==> src/rtl/tdm_pkg.sv <==
// Shared constants and state encoding for the 4-channel TDM receive demux.
package tdm_pkg;

    localparam int N_CH   = 4;
    localparam int SLOT_W = 2;

    // Frame-alignment states: HUNT waits for a frame sync, LOCKED tracks slots.
    typedef enum logic {
        HUNT   = 1'b0,
        LOCKED = 1'b1
    } state_t;

endpackage

==> src/rtl/tdm_slot_ctr.sv <==
// Slot index counter: wraps modulo 2**SLOT_W, can clear to 0 or load 1.
// Clear wins over load, load wins over increment.
module tdm_slot_ctr
    import tdm_pkg::*;
(
    input  logic              clk,
    input  logic              rst_n,
    input  logic              clr,
    input  logic              load1,
    input  logic              inc,
    output logic [SLOT_W-1:0] slot
);

    logic [SLOT_W-1:0] slot_reg;

    // Slot register update with clear/load/increment priority.
    always_ff @(posedge clk or negedge rst_n) begin
        if (!rst_n) begin
            slot_reg <= '0;
        end else if (clr) begin
            slot_reg <= '0;
        end else if (load1) begin
            slot_reg <= SLOT_W'(1);
        end else if (inc) begin
            slot_reg <= slot_reg + SLOT_W'(1);
        end
    end

    assign slot = slot_reg;

endmodule

==> src/rtl/demux1_4_tdm.sv <==
// Receive side of a 4-channel TDM link: routes each data beat to its
// channel holding register, tracks frame alignment, flags sync errors.
module demux1_4_tdm
    import tdm_pkg::*;
#(
    parameter int W = 1
) (
    input  logic              clk,
    input  logic              rst_n,
    input  logic [W-1:0]      din,
    input  logic              din_vld,
    input  logic              fsync,
    output logic [W-1:0]      z0,
    output logic [W-1:0]      z1,
    output logic [W-1:0]      z2,
    output logic [W-1:0]      z3,
    output logic [N_CH-1:0]   vld,
    output logic [SLOT_W-1:0] slot,
    output logic              locked,
    output logic              frame_done,
    output logic              sync_err
);

    state_t            state_reg;
    state_t            state_next;
    logic [W-1:0]      z_reg [N_CH];
    logic [N_CH-1:0]   vld_reg;
    logic [N_CH-1:0]   vld_next;
    logic              frame_done_reg;
    logic              frame_done_next;
    logic              sync_err_reg;
    logic              sync_err_next;
    logic              wr_en;
    logic [SLOT_W-1:0] wr_ch;
    logic              ctr_clr;
    logic              ctr_load1;
    logic              ctr_inc;
    logic [SLOT_W-1:0] slot_cur;

    tdm_slot_ctr u_slot_ctr (
        .clk   (clk),
        .rst_n (rst_n),
        .clr   (ctr_clr),
        .load1 (ctr_load1),
        .inc   (ctr_inc),
        .slot  (slot_cur)
    );

    // Per-beat decision: which channel to write, counter action, pulses, next state.
    always_comb begin
        state_next      = state_reg;
        wr_en           = 1'b0;
        wr_ch           = '0;
        ctr_clr         = 1'b0;
        ctr_load1       = 1'b0;
        ctr_inc         = 1'b0;
        frame_done_next = 1'b0;
        sync_err_next   = 1'b0;
        if (din_vld) begin
            if (state_reg == HUNT) begin
                if (fsync) begin
                    wr_en      = 1'b1;
                    wr_ch      = '0;
                    ctr_load1  = 1'b1;
                    state_next = LOCKED;
                end
            end else begin
                if (fsync) begin
                    // A sync beat is always taken as slot 0; early if slot != 0.
                    sync_err_next = (slot_cur != '0);
                    wr_en         = 1'b1;
                    wr_ch         = '0;
                    ctr_load1     = 1'b1;
                end else if (slot_cur == '0) begin
                    // Slot 0 without sync: alignment lost, beat dropped.
                    sync_err_next = 1'b1;
                    ctr_clr       = 1'b1;
                    state_next    = HUNT;
                end else begin
                    wr_en           = 1'b1;
                    wr_ch           = slot_cur;
                    ctr_inc         = 1'b1;
                    frame_done_next = (slot_cur == SLOT_W'(N_CH - 1));
                end
            end
        end
    end

    // Channel write strobes and holding registers, one per channel.
    genvar gi;
    generate
        for (gi = 0; gi < N_CH; gi++) begin : g_ch
            assign vld_next[gi] = wr_en && (wr_ch == SLOT_W'(gi));

            // Holding register keeps its value until its channel is written.
            always_ff @(posedge clk or negedge rst_n) begin
                if (!rst_n) begin
                    z_reg[gi] <= '0;
                end else if (vld_next[gi]) begin
                    z_reg[gi] <= din;
                end
            end
        end
    endgenerate

    // FSM state and one-cycle pulse outputs.
    always_ff @(posedge clk or negedge rst_n) begin
        if (!rst_n) begin
            state_reg      <= HUNT;
            vld_reg        <= '0;
            frame_done_reg <= 1'b0;
            sync_err_reg   <= 1'b0;
        end else begin
            state_reg      <= state_next;
            vld_reg        <= vld_next;
            frame_done_reg <= frame_done_next;
            sync_err_reg   <= sync_err_next;
        end
    end

    assign z0         = z_reg[0];
    assign z1         = z_reg[1];
    assign z2         = z_reg[2];
    assign z3         = z_reg[3];
    assign vld        = vld_reg;
    assign slot       = slot_cur;
    assign locked     = (state_reg == LOCKED);
    assign frame_done = frame_done_reg;
    assign sync_err   = sync_err_reg;

endmodule

==> config.mk <==
export PLATFORM = sky130hd
export DESIGN_NAME = demux1_4_tdm
export DESIGN_NICKNAME = d
export VERILOG_FILES = /design/src/rtl/tdm_pkg.sv /design/src/rtl/tdm_slot_ctr.sv /design/src/rtl/demux1_4_tdm.sv
export SDC_FILE = /design/constraint.sdc
export NUM_CORES = 1
export LEC_CHECK = 0
export CAP_MARGIN = 40
export CELL_PAD_IN_SITES_DETAIL_PLACEMENT = 0
export CELL_PAD_IN_SITES_GLOBAL_PLACEMENT = 1
export CORE_MARGIN = 2
export CORE_UTILIZATION = 37
export DETAILED_ROUTE_END_ITERATION = 16
export PLACE_DENSITY_LB_ADDON = 0.1
export SLEW_MARGIN = 20
export SYNTH_ARGS = -nofsm -noshare
export SYNTH_HDL_FRONTEND = slang
export SYNTH_SLANG_ARGS = --single-unit
==> constraint.sdc <==
create_clock -name clk -period 5.66 [get_ports clk]
set_clock_uncertainty 0.1 [all_clocks]
set_input_delay 1.415 -clock clk [delete_from_list [all_inputs] [get_ports clk]]
set_output_delay 1.415 -clock clk [all_outputs]
set_load 0.02 [all_outputs]
* After elaboration in Yosys (flattened, before gate mapping)
Index checks and enable logic that the tools add are counted.
** Storage, ports and cells
- Register bits after elaboration :: 13
- Word-level logic and storage cells :: 49
** Operators by class
- Add/sub/neg operators :: 1
- Eq/ne operators :: 4
- Muxes and demuxes :: 27
- Reduce and logical (&&, ||, !) cells :: 8
** Operator list (number)
- 1-bit two-way mux :: 20
- 2-bit two-way mux :: 7
- 2-bit equality test (second input constant) :: 3
- 1-bit logical AND :: 4
- 2-bit logical NOT :: 2
- 3-bit nonzero test :: 1
- 2-bit by 1-bit adder with 2-bit output (second input constant) :: 1
- 2-bit by 1-bit equality test with 1-bit output (second input constant) :: 1
- 2-bit nonzero test :: 1

* Longest topological paths before layout
- Word-level depth :: 8
- Gate-level depth with buffers :: 8

* Hierarchy
From an unflattened synthesis, not the netlist that was laid out.
** Unflattened totals
- Cell total of the unflattened synthesis :: 43
- Area, all modules :: 546.8 um2
** Modules (own cells, without submodules)
- demux1_4_tdm :: instances 1, cells an instance 35, area each 449.2 um2
- tdm_slot_ctr :: instances 1, cells an instance 8, area each 97.6 um2

* Least setup slack after synthesis
No wires, ideal clock.
- Path type :: input to register
- Start point :: in fsync
- End point :: reg z_reg (netlist bit z1)
- Setup time :: 125 ps
- Data arrival time :: 2418 ps
- Setup slack :: 3017 ps
- Cell stages on the path :: 6
- Path buffers :: 0
- Cells stage by stage :: inv_2 > ha_1 > nand2_1 > nand3_1 > nor2_1 > mux2_2
** Between the ends
- Word-level cells in the longest chain between the ends :: 5
** Ends and longest elaborated chain
- start: declaration :: RTL line demux1_4_tdm.sv:12 : input logic fsync,
- 2-bit two-way mux :: RTL line demux1_4_tdm.sv:68 : if (fsync) begin
- 2-bit two-way mux :: RTL line demux1_4_tdm.sv:60 : if (state_reg == HUNT) begin
- 2-bit two-way mux :: RTL line demux1_4_tdm.sv:59 : if (din_vld) begin
- 2-bit by 1-bit equality test with 1-bit output :: RTL line demux1_4_tdm.sv:93 : assign vld_next[gi] = wr_en && (wr_ch == SLOT_W'(gi));
- 1-bit logical AND * :: RTL line demux1_4_tdm.sv:93
- net vld_next[1] :: RTL line demux1_4_tdm.sv:28 : logic [N_CH-1:0] vld_next;
- end signal: indexed assignment :: RTL line demux1_4_tdm.sv:100 : z_reg[gi] <= din;
- end: declaration :: RTL line demux1_4_tdm.sv:26 : logic [W-1:0] z_reg [N_CH];
The timed path passes the listed nets; every way through them passes the cells marked *.
A chain may end at the register's enable or synchronous reset.

* Worst setup path in the final report
Ends and elaborated chain as after synthesis.

==> reports/metrics.csv <==
stage,metric,value,unit
status,status,"finished, final reports clean",
cts,post_cts_resized,0,
routing,route.vias.total,441,
sta,setup_viol,0,
synth,ys_types,18,
die,core,1540,um^2
routing,drc,0,
setup_path,criticalPathCategory,in -> reg,
die,fp.dieW,45.1,um
synth,synth-seq-area-share,52.0,%
place,dpl.hpwl,883,um
synth,synthSimpleGateAreaFrac,19.2,%
synth,synth.largest_area_cell,dfrtp_1,
place,gp_congestion,0.806,
die,io-pin-count,18,
global_route,antenna_found_initial,0,
cells_and_area,synthToLayoutAreaGrowth,32.2,%
global_route,grt_max_degree,14,
setup_path,required,5.72,ns
power_and_ir_drop,p_leak,0.361,nW
cts,tritoncts,done,
cts,root_buffer,clkbuf_4,
global_route,track_usage,13.4,%
die,die_h,45.1,um
cts,cts_sinks,13,
cells_and_area,nets,82,
synth,ys_ff_latch,13,
cts,clk_transition_reported_paths,0.08,ns
run,drv_cap,0,
synth,syn-cell-area,626,um^2
sta,finalSetupTns,0,ns
power_and_ir_drop,ir_drop,0.000206,V
sta,period_minus_slack,3.06,ns
die,rows,14,
place,pre_cts_ws,2.31,ns
global_route,first_global_vias,409,
cts,clockBufferDepth,2,
cts,ctsHoldBuffers,0,
sta,final_hold_viol_count,0,
cts,numCtsBuffers,3,
synth,synthAdderAreaFrac,8.00,%
power_and_ir_drop,power.density,484,nW/um^2
routing,wl,1110,um
sta,min_period_over_period,54.1,%
setup_path,crit_fanout,6,
routing,drt-pass1-iter-count,2,
die,fp.dieArea,2040,um^2
sta,slew_violations,0,
synth,synth_area_leaders,"dfrtp_1, ha_1, nor4_4",
die,initial_core_util,40.6,%
setup_path,critical_path_arrival,3.12,ns
setup_path,worstSetupStartpointType,input port,
sta,fmax,0.327,GHz
cells_and_area,drive_gt1_share,16.7,%
synth,synthCells,53,
cts,htreeDepth,1,
sta,tightest_slew,0.562,ns
cells_and_area,num-fill-cells,155,
cells_and_area,largest_reg_flops,4,
sta,rsz0062_at_grt,no,
routing,drt_first_iter_violations,5,
synth,synth_xor_area_share,0,%
global_route,gr-total-overflow,0,
sta,fin_ws,2.60,ns
setup_path,end_kind,register,
routing,post_drt_wl_per_cell,12.6,um
synth,yosys_warnings,0,
routing,viasPerCell,5.01,
sta,slew_headroom,62.4,%
cts,clock_latency,0.27,ns
synth,syn_area_per_cell,11.8,um^2
synth,synth_top_area_share,52.0,%
synth,synth_fp_nets,62,
routing,antenna_left,0,
synth,synth_compound_area_share,8.20,%
synth,muxShareOfSynthArea,7.20,%
global_route,grt_pass1_wl,1870,um
cells_and_area,antennaDiodeCount,0,
hold_path,min_path_type,reg -> reg,
cts,post_cts_buffers,0,
synth,synth_top_family_by_area,simple AND/OR/NAND/NOR gates,
place,numPortBuffers,17,
metal layers:
metal,global-route usage (%),routed length [um],part of all wire (%),vias to the layer above
met5,0,0,0,-
met3,4.00,71,6.4,2
met4,8.82,12,1.1,0
li1,-,-,-,219
met2,20.3,533,48,15
met1,16.3,488,44,205
metrics by stage:
step                hold slack [ns]  std cells  instance area (um^2)  total power, mW  util, %
finish                        0.392         88                   827            0.400     53.7
detailed placement            0.378         84                   801            0.350     51.9
floorplan                     0.509         53                   626            0.271        -
global route                  0.413         88                   827            0.431     53.7
CTS                           0.396         88                   827            0.407     53.7
global placement              0.367         84                   801            0.348     51.9
final cells by class:
| cell class | instances | area (um^2) | area share, % |
|---|---|---|---|
| Clock buffer | 4 | 26.3 | 3.18 |
| Inverter | 5 | 18.8 | 2.27 |
| Multi-Input combinational cell | 33 | 267 | 32.2 |
| Sequential cell | 13 | 325 | 39.3 |
| Tap cell | 16 | 20.0 | 2.42 |
| Timing Repair Buffer | 17 | 170 | 20.6 |
worst paths after layout:
check / from / end / slack, ns / depth (start not counted)
hold reg to reg: z3 / z3 / 0.39 / 1
max in group asynchronous: rst_n / z0 / 3.69 / 1
setup / recovery: fsync / z1 / 2.60 / 7
hold / removal: z3 / z3 / 0.39 / 1
setup reg to reg: u_slot_ctr.slot[0] / z1 / 3.50 / 7
min in group asynchronous: rst_n / vld[1] / 1.40 / 1
report_power, final:
group / total [mW] / switching [mW] / internal [mW] / leakage [nW]
Clock: 0.0554 / 0.0281 / 0.0273 / 0.0150
Sequential: 0.152 / 0.0294 / 0.123 / 0.162
Combinational: 0.193 / 0.0995 / 0.0931 / 0.184
Total: 0.400 / 0.157 / 0.243 / 0.361
worst max-delay path, stage by stage:
cell             delay [ns]
clkdlybuf4s50_1        0.54
inv_2                  0.09
ha_1                   0.33
nand2_1                0.16
nand3_1                0.08
nor2_1                 0.15
mux2_2                 0.35
Yosys cell counts, drive strengths merged:
library cell	number
a31oi	3
nand2	5
buf	2
dfrtp	13
a21oi	2
inv	5
nand3	3
ha	4
mux2	4
nor2	6
nor4	2
a2bb2oi	1
nand2b	1
o21a	1
o22ai	1
cells in the final DEF, fill, tap and decap left out, drive strengths merged, types with 2 or more instances in the layout:
cell type / n
a21oi: 2
a31oi: 3
clkbuf: 4
clkdlybuf4s50: 17
dfrtp: 13
ha: 4
inv: 5
mux2: 4
nand2: 5
nand3: 3
nor2: 6
nor4: 2
cell families (layout without fill, tap and decap cells):
family | after synthesis | after routing
flip-flops | 13 | 13
buffers and inverters | 7 | 26
multiplexers | 4 | 4
adder cells (fa/ha/maj) | 4 | 4
AO/OA/AOI/OAI | 8 | 8
AND/OR/NAND/NOR | 17 | 17
(Power assumes the default switching activity.)
==> edit 1, RTL diff (same settings) <==
Change the package constant `SLOT_W` from 2 to 3. Comments in the files are not updated.
--- a/src/rtl/tdm_pkg.sv
+++ b/src/rtl/tdm_pkg.sv
@@ -3,5 +3,5 @@
 
     localparam int N_CH   = 4;
-    localparam int SLOT_W = 2;
+    localparam int SLOT_W = 3;
 
     // Frame-alignment states: HUNT waits for a frame sync, LOCKED tracks slots.
Ports: changed (resized slot); port bits go from 18 to 19. The function was not compared with the original's and may differ.
==> edit 1 against the unedited design <==
- largest cell class unchanged
- total power rose by 15%
- highest routed layer unchanged
- cell area is 13% higher
- global-route usage increased by 1.2 points
- clock power is 30% higher
- die area is 9.3% higher
- cell count is 19% higher
- sequential power up 7%
- worst setup slack got worse by 170 ps
- critical path depth did not move
- wire length is 17% higher
- area after synthesis up 10%
- sequential cell count grew 1
- register-to-register slack worse by 160 ps
==> edit 1: results (changes against the unedited design) <==
Final GP Congestion 0.853 (+5.9%); ys async rst share 1.00 (unchanged); placed inst area 896 sq um (+12%); sequential share of the synthesized area 0.508 (-0.0118); routed vias 505 (+15%); dpl ws 2140 ps (-171 ps); CP max stage delay 630 ps (+90 ps); status completed; Met3 Routed Length 55 um (-23%); DRT iter0 DRCs 15 (+10); fin nets 91 (+11%); Avg Inst Size Synth 11.7 sq um (-1.0%); Crit Reg-Reg Startpoint u_slot_ctr.slot[0]$_DFFE_PN0P_; Syn Nets 69 (+11%); Area contributors post-synth dfrtp_1 (51%), ha_1 (9.1%), a21oi_1 (4.4%); NetSw 180 uW (+14%); wl on met1 562 um (+15%); global-route wire length before repair 2.18 mm (+17%); GR Util met2 0.244 (+0.0410); grt met3 use 0.0346 (-0.00538); per-cell routed wire length 12.3 um (-2.2%); Detail Placement HPWL 985 um (+12%); Comb. pwr 225 uW (+17%); top cell type's share of synthesized area 0.508 (-0.0118); wire length on met2 663 um (+24%); leakage power 0.408 nW (+13%); global router's overall resource usage 0.146 (+0.0123); seq pwr 163 uW (+7%); largest net degree at the start of global routing 15 (+1); worst setup margin 2420 ps (-175 ps); Synth cell types 22 (+4); commonest cells in the netlist dfrtp_1 (14), nand2_1 (8), a21oi_1 (6); placed cells 101 (+20%); Flop pwr share 0.354 (-0.027); layout cells sized above 1 0.150 (-0.0167); CTS H-Tree Depth 1 (unchanged); Worst Path Arrival 3300 ps (+180 ps); vias in the first global route 489 (+20%); max_slew headroom 0.571 (-0.0533); DR pass1 iterations 4 (+2); n_diodes 0 (unchanged); worst min-delay path startpoint z2$_DFFE_PN0P_; Max rail drop VDD 0.000225 V (+9.2%); GR Util met1 0.177 (+0.0148)
edit 1: layout make-up:
| class | instances | area (sq um) |
|---|---|---|
| clock buffer | 4 | 36.3 |
| sequential | 14 | 350 |
| timing repair buffer | 18 | 180 |
| fill | 176 | 813 |
| inverter | 5 | 18.8 |
| multi-input combinational | 39 | 315 |
| tap | 25 | 31.3 |
edit 1: path summary, 6_finish.rpt:
check / cells after the start / slack, ps / endpoint
worst max-delay path: 7 / 2420 / z2$_DFFE_PN0P_
worst min-delay path: 1 / 390 / z2$_DFFE_PN0P_
worst max register to register: 8 / 3340 / z2$_DFFE_PN0P_
worst min register to register: 1 / 390 / z2$_DFFE_PN0P_
max in group asynchronous: 1 / 3620 / vld[2]$_DFF_PN0_
min in group asynchronous: 1 / 1430 / u_slot_ctr.slot[0]$_DFFE_PN0P_
edit 1: cells by family after synthesis:
logic type      Yosys count  synth area share
buf+inv                   6            0.0345
flops                    14             0.508
mux                       4            0.0708
compound gates           10             0.116
simple gates             20             0.180
fa+ha+maj                 5            0.0907
==> edit 2, RTL diff (same flow settings) <==
Without the edit above. Reset style: synchronous (`rst_n`), changed in 3 clocked blocks.
--- a/src/rtl/tdm_slot_ctr.sv
+++ b/src/rtl/tdm_slot_ctr.sv
@@ -15,5 +15,5 @@
 
     // Slot register update with clear/load/increment priority.
-    always_ff @(posedge clk or negedge rst_n) begin
+    always_ff @(posedge clk) begin
         if (!rst_n) begin
             slot_reg <= '0;
--- a/src/rtl/demux1_4_tdm.sv
+++ b/src/rtl/demux1_4_tdm.sv
@@ -94,5 +94,5 @@
 
             // Holding register keeps its value until its channel is written.
-            always_ff @(posedge clk or negedge rst_n) begin
+            always_ff @(posedge clk) begin
                 if (!rst_n) begin
                     z_reg[gi] <= '0;
@@ -105,5 +105,5 @@
 
     // FSM state and one-cycle pulse outputs.
-    always_ff @(posedge clk or negedge rst_n) begin
+    always_ff @(posedge clk) begin
         if (!rst_n) begin
             state_reg      <= HUNT;
Check against the original RTL: differs if rst_n is asserted again (counterexample within 4 cycles, from zero or initial values and one cycle with rst_n low); with rst_n held inactive, the same outputs for 10 cycles.
==> edit 2 against the unedited design <==
- cell area shrank 0.61%
- wire length grew 2.3%
- core utilization grew 0.29 points
- count of clock-buffer cells in the layout is the same
- worst setup slack gained 150 ps
- area after synthesis shrank 3.2%
- sequential cell count is the same
- highest routed layer unchanged
Power is not compared: it rests on default switching activity, and its combinational part moved more than twofold at a synthesized area within 25%.
==> edit 2: results (changes against the unedited design) <==
status completed; routed vias 484 (+9.8%); DR pass1 iterations 4 (+2); worst min-delay path startpoint z_reg[2]$_DFF_P_; layout cells sized above 1 0.159 (-0.00813); post-synthesis compound-gate area fraction 0.132 (+0.0502); f_max 343 MHz (+5.1%); global-route wire length before repair 1.86 mm (-0.70%); CP max stage delay 660 ps (+120 ps); Routed WL 1.13 mm (+2.3%); final non-filler cell total 98 (+11%); Critical path origin locked$_SDFFE_PN0P_; hold depth 2 (+1); Synth cell types 25 (+7); CP endpoint locked; largest net degree at the start of global routing 10 (-4); GR Util met2 0.194 (-0.00874); Area contributors post-synth dfxtp_1 (33%), edfxtp_1 (15%), ha_1 (8.3%); sequential share of the synthesized area 0.479 (-0.0407); Min Hold Slack 376 ps (-16.1 ps); wl on met1 529 um (+8.4%); Filler Cells Inserted 135 (-13%); Syn Nets 70 (+13%); fin nets 92 (+12%); Worst Hold End z_reg[2]$_DFF_P_; Worst Path Arrival 1400 ps (-1720 ps); Avg Inst Size Synth 9.93 sq um (-16%); Post-synth EDFFs 3 (+3); mux contribution to synthesized area 0.0165 (-0.0555); Max Fanout on Critical Path 9 (+3); top cell type's share of synthesized area 0.331 (-0.189); wire length on met2 534 um (+0.19%); global router's overall resource usage 0.134 (+0.000794); Synth Area in Adders 0.0826 (+0.00264); r2r endpoint z_reg[0]$_DFFE_PP_; placed inst area 796 sq um (-0.63%); GR Util met1 0.171 (+0.00835); Met3 Routed Length 40 um (-44%); R2R setup slack 3890 ps (+390 ps); vias in the first global route 429 (+4.9%); Final GP Congestion 0.771 (-4.3%); dpl ws 2640 ps (+331 ps); R2R cell count 5 (-2)
edit 2: changes by cell type in the layout (fill, tap and decap cells not counted), moves of 2 or more:
cell	before	now
dfrtp_1	13	0
dfxtp_1	0	10
inv_1	3	7
o21ai_0	0	4
a31oi_1	3	0
edfxtp_1	0	3
mux2_2	3	0
nor3_2	0	3
nor4_4	2	0
edit 2: final cells by class:
type	instances	area (sq um)	share of cell area
Timing Repair Buffer	17	170	0.207
Tap cell	16	20.0	0.0244
Clock buffer	4	26.3	0.0320
Inverter	8	30.0	0.0365
Sequential cell	13	290	0.353
Multi-Input combinational cell	40	285	0.347
edit 2: power by group:
| group | internal (mW) | leakage (nW) | switching (mW) |
|---|---|---|---|
| clock | 0.0273 | 0.0150 | 0.0289 |
| sequential | 0.0971 | 0.113 | 0.00187 |
| combinational | 0.0112 | 0.196 | 0.0137 |
| total | 0.136 | 0.324 | 0.0445 |
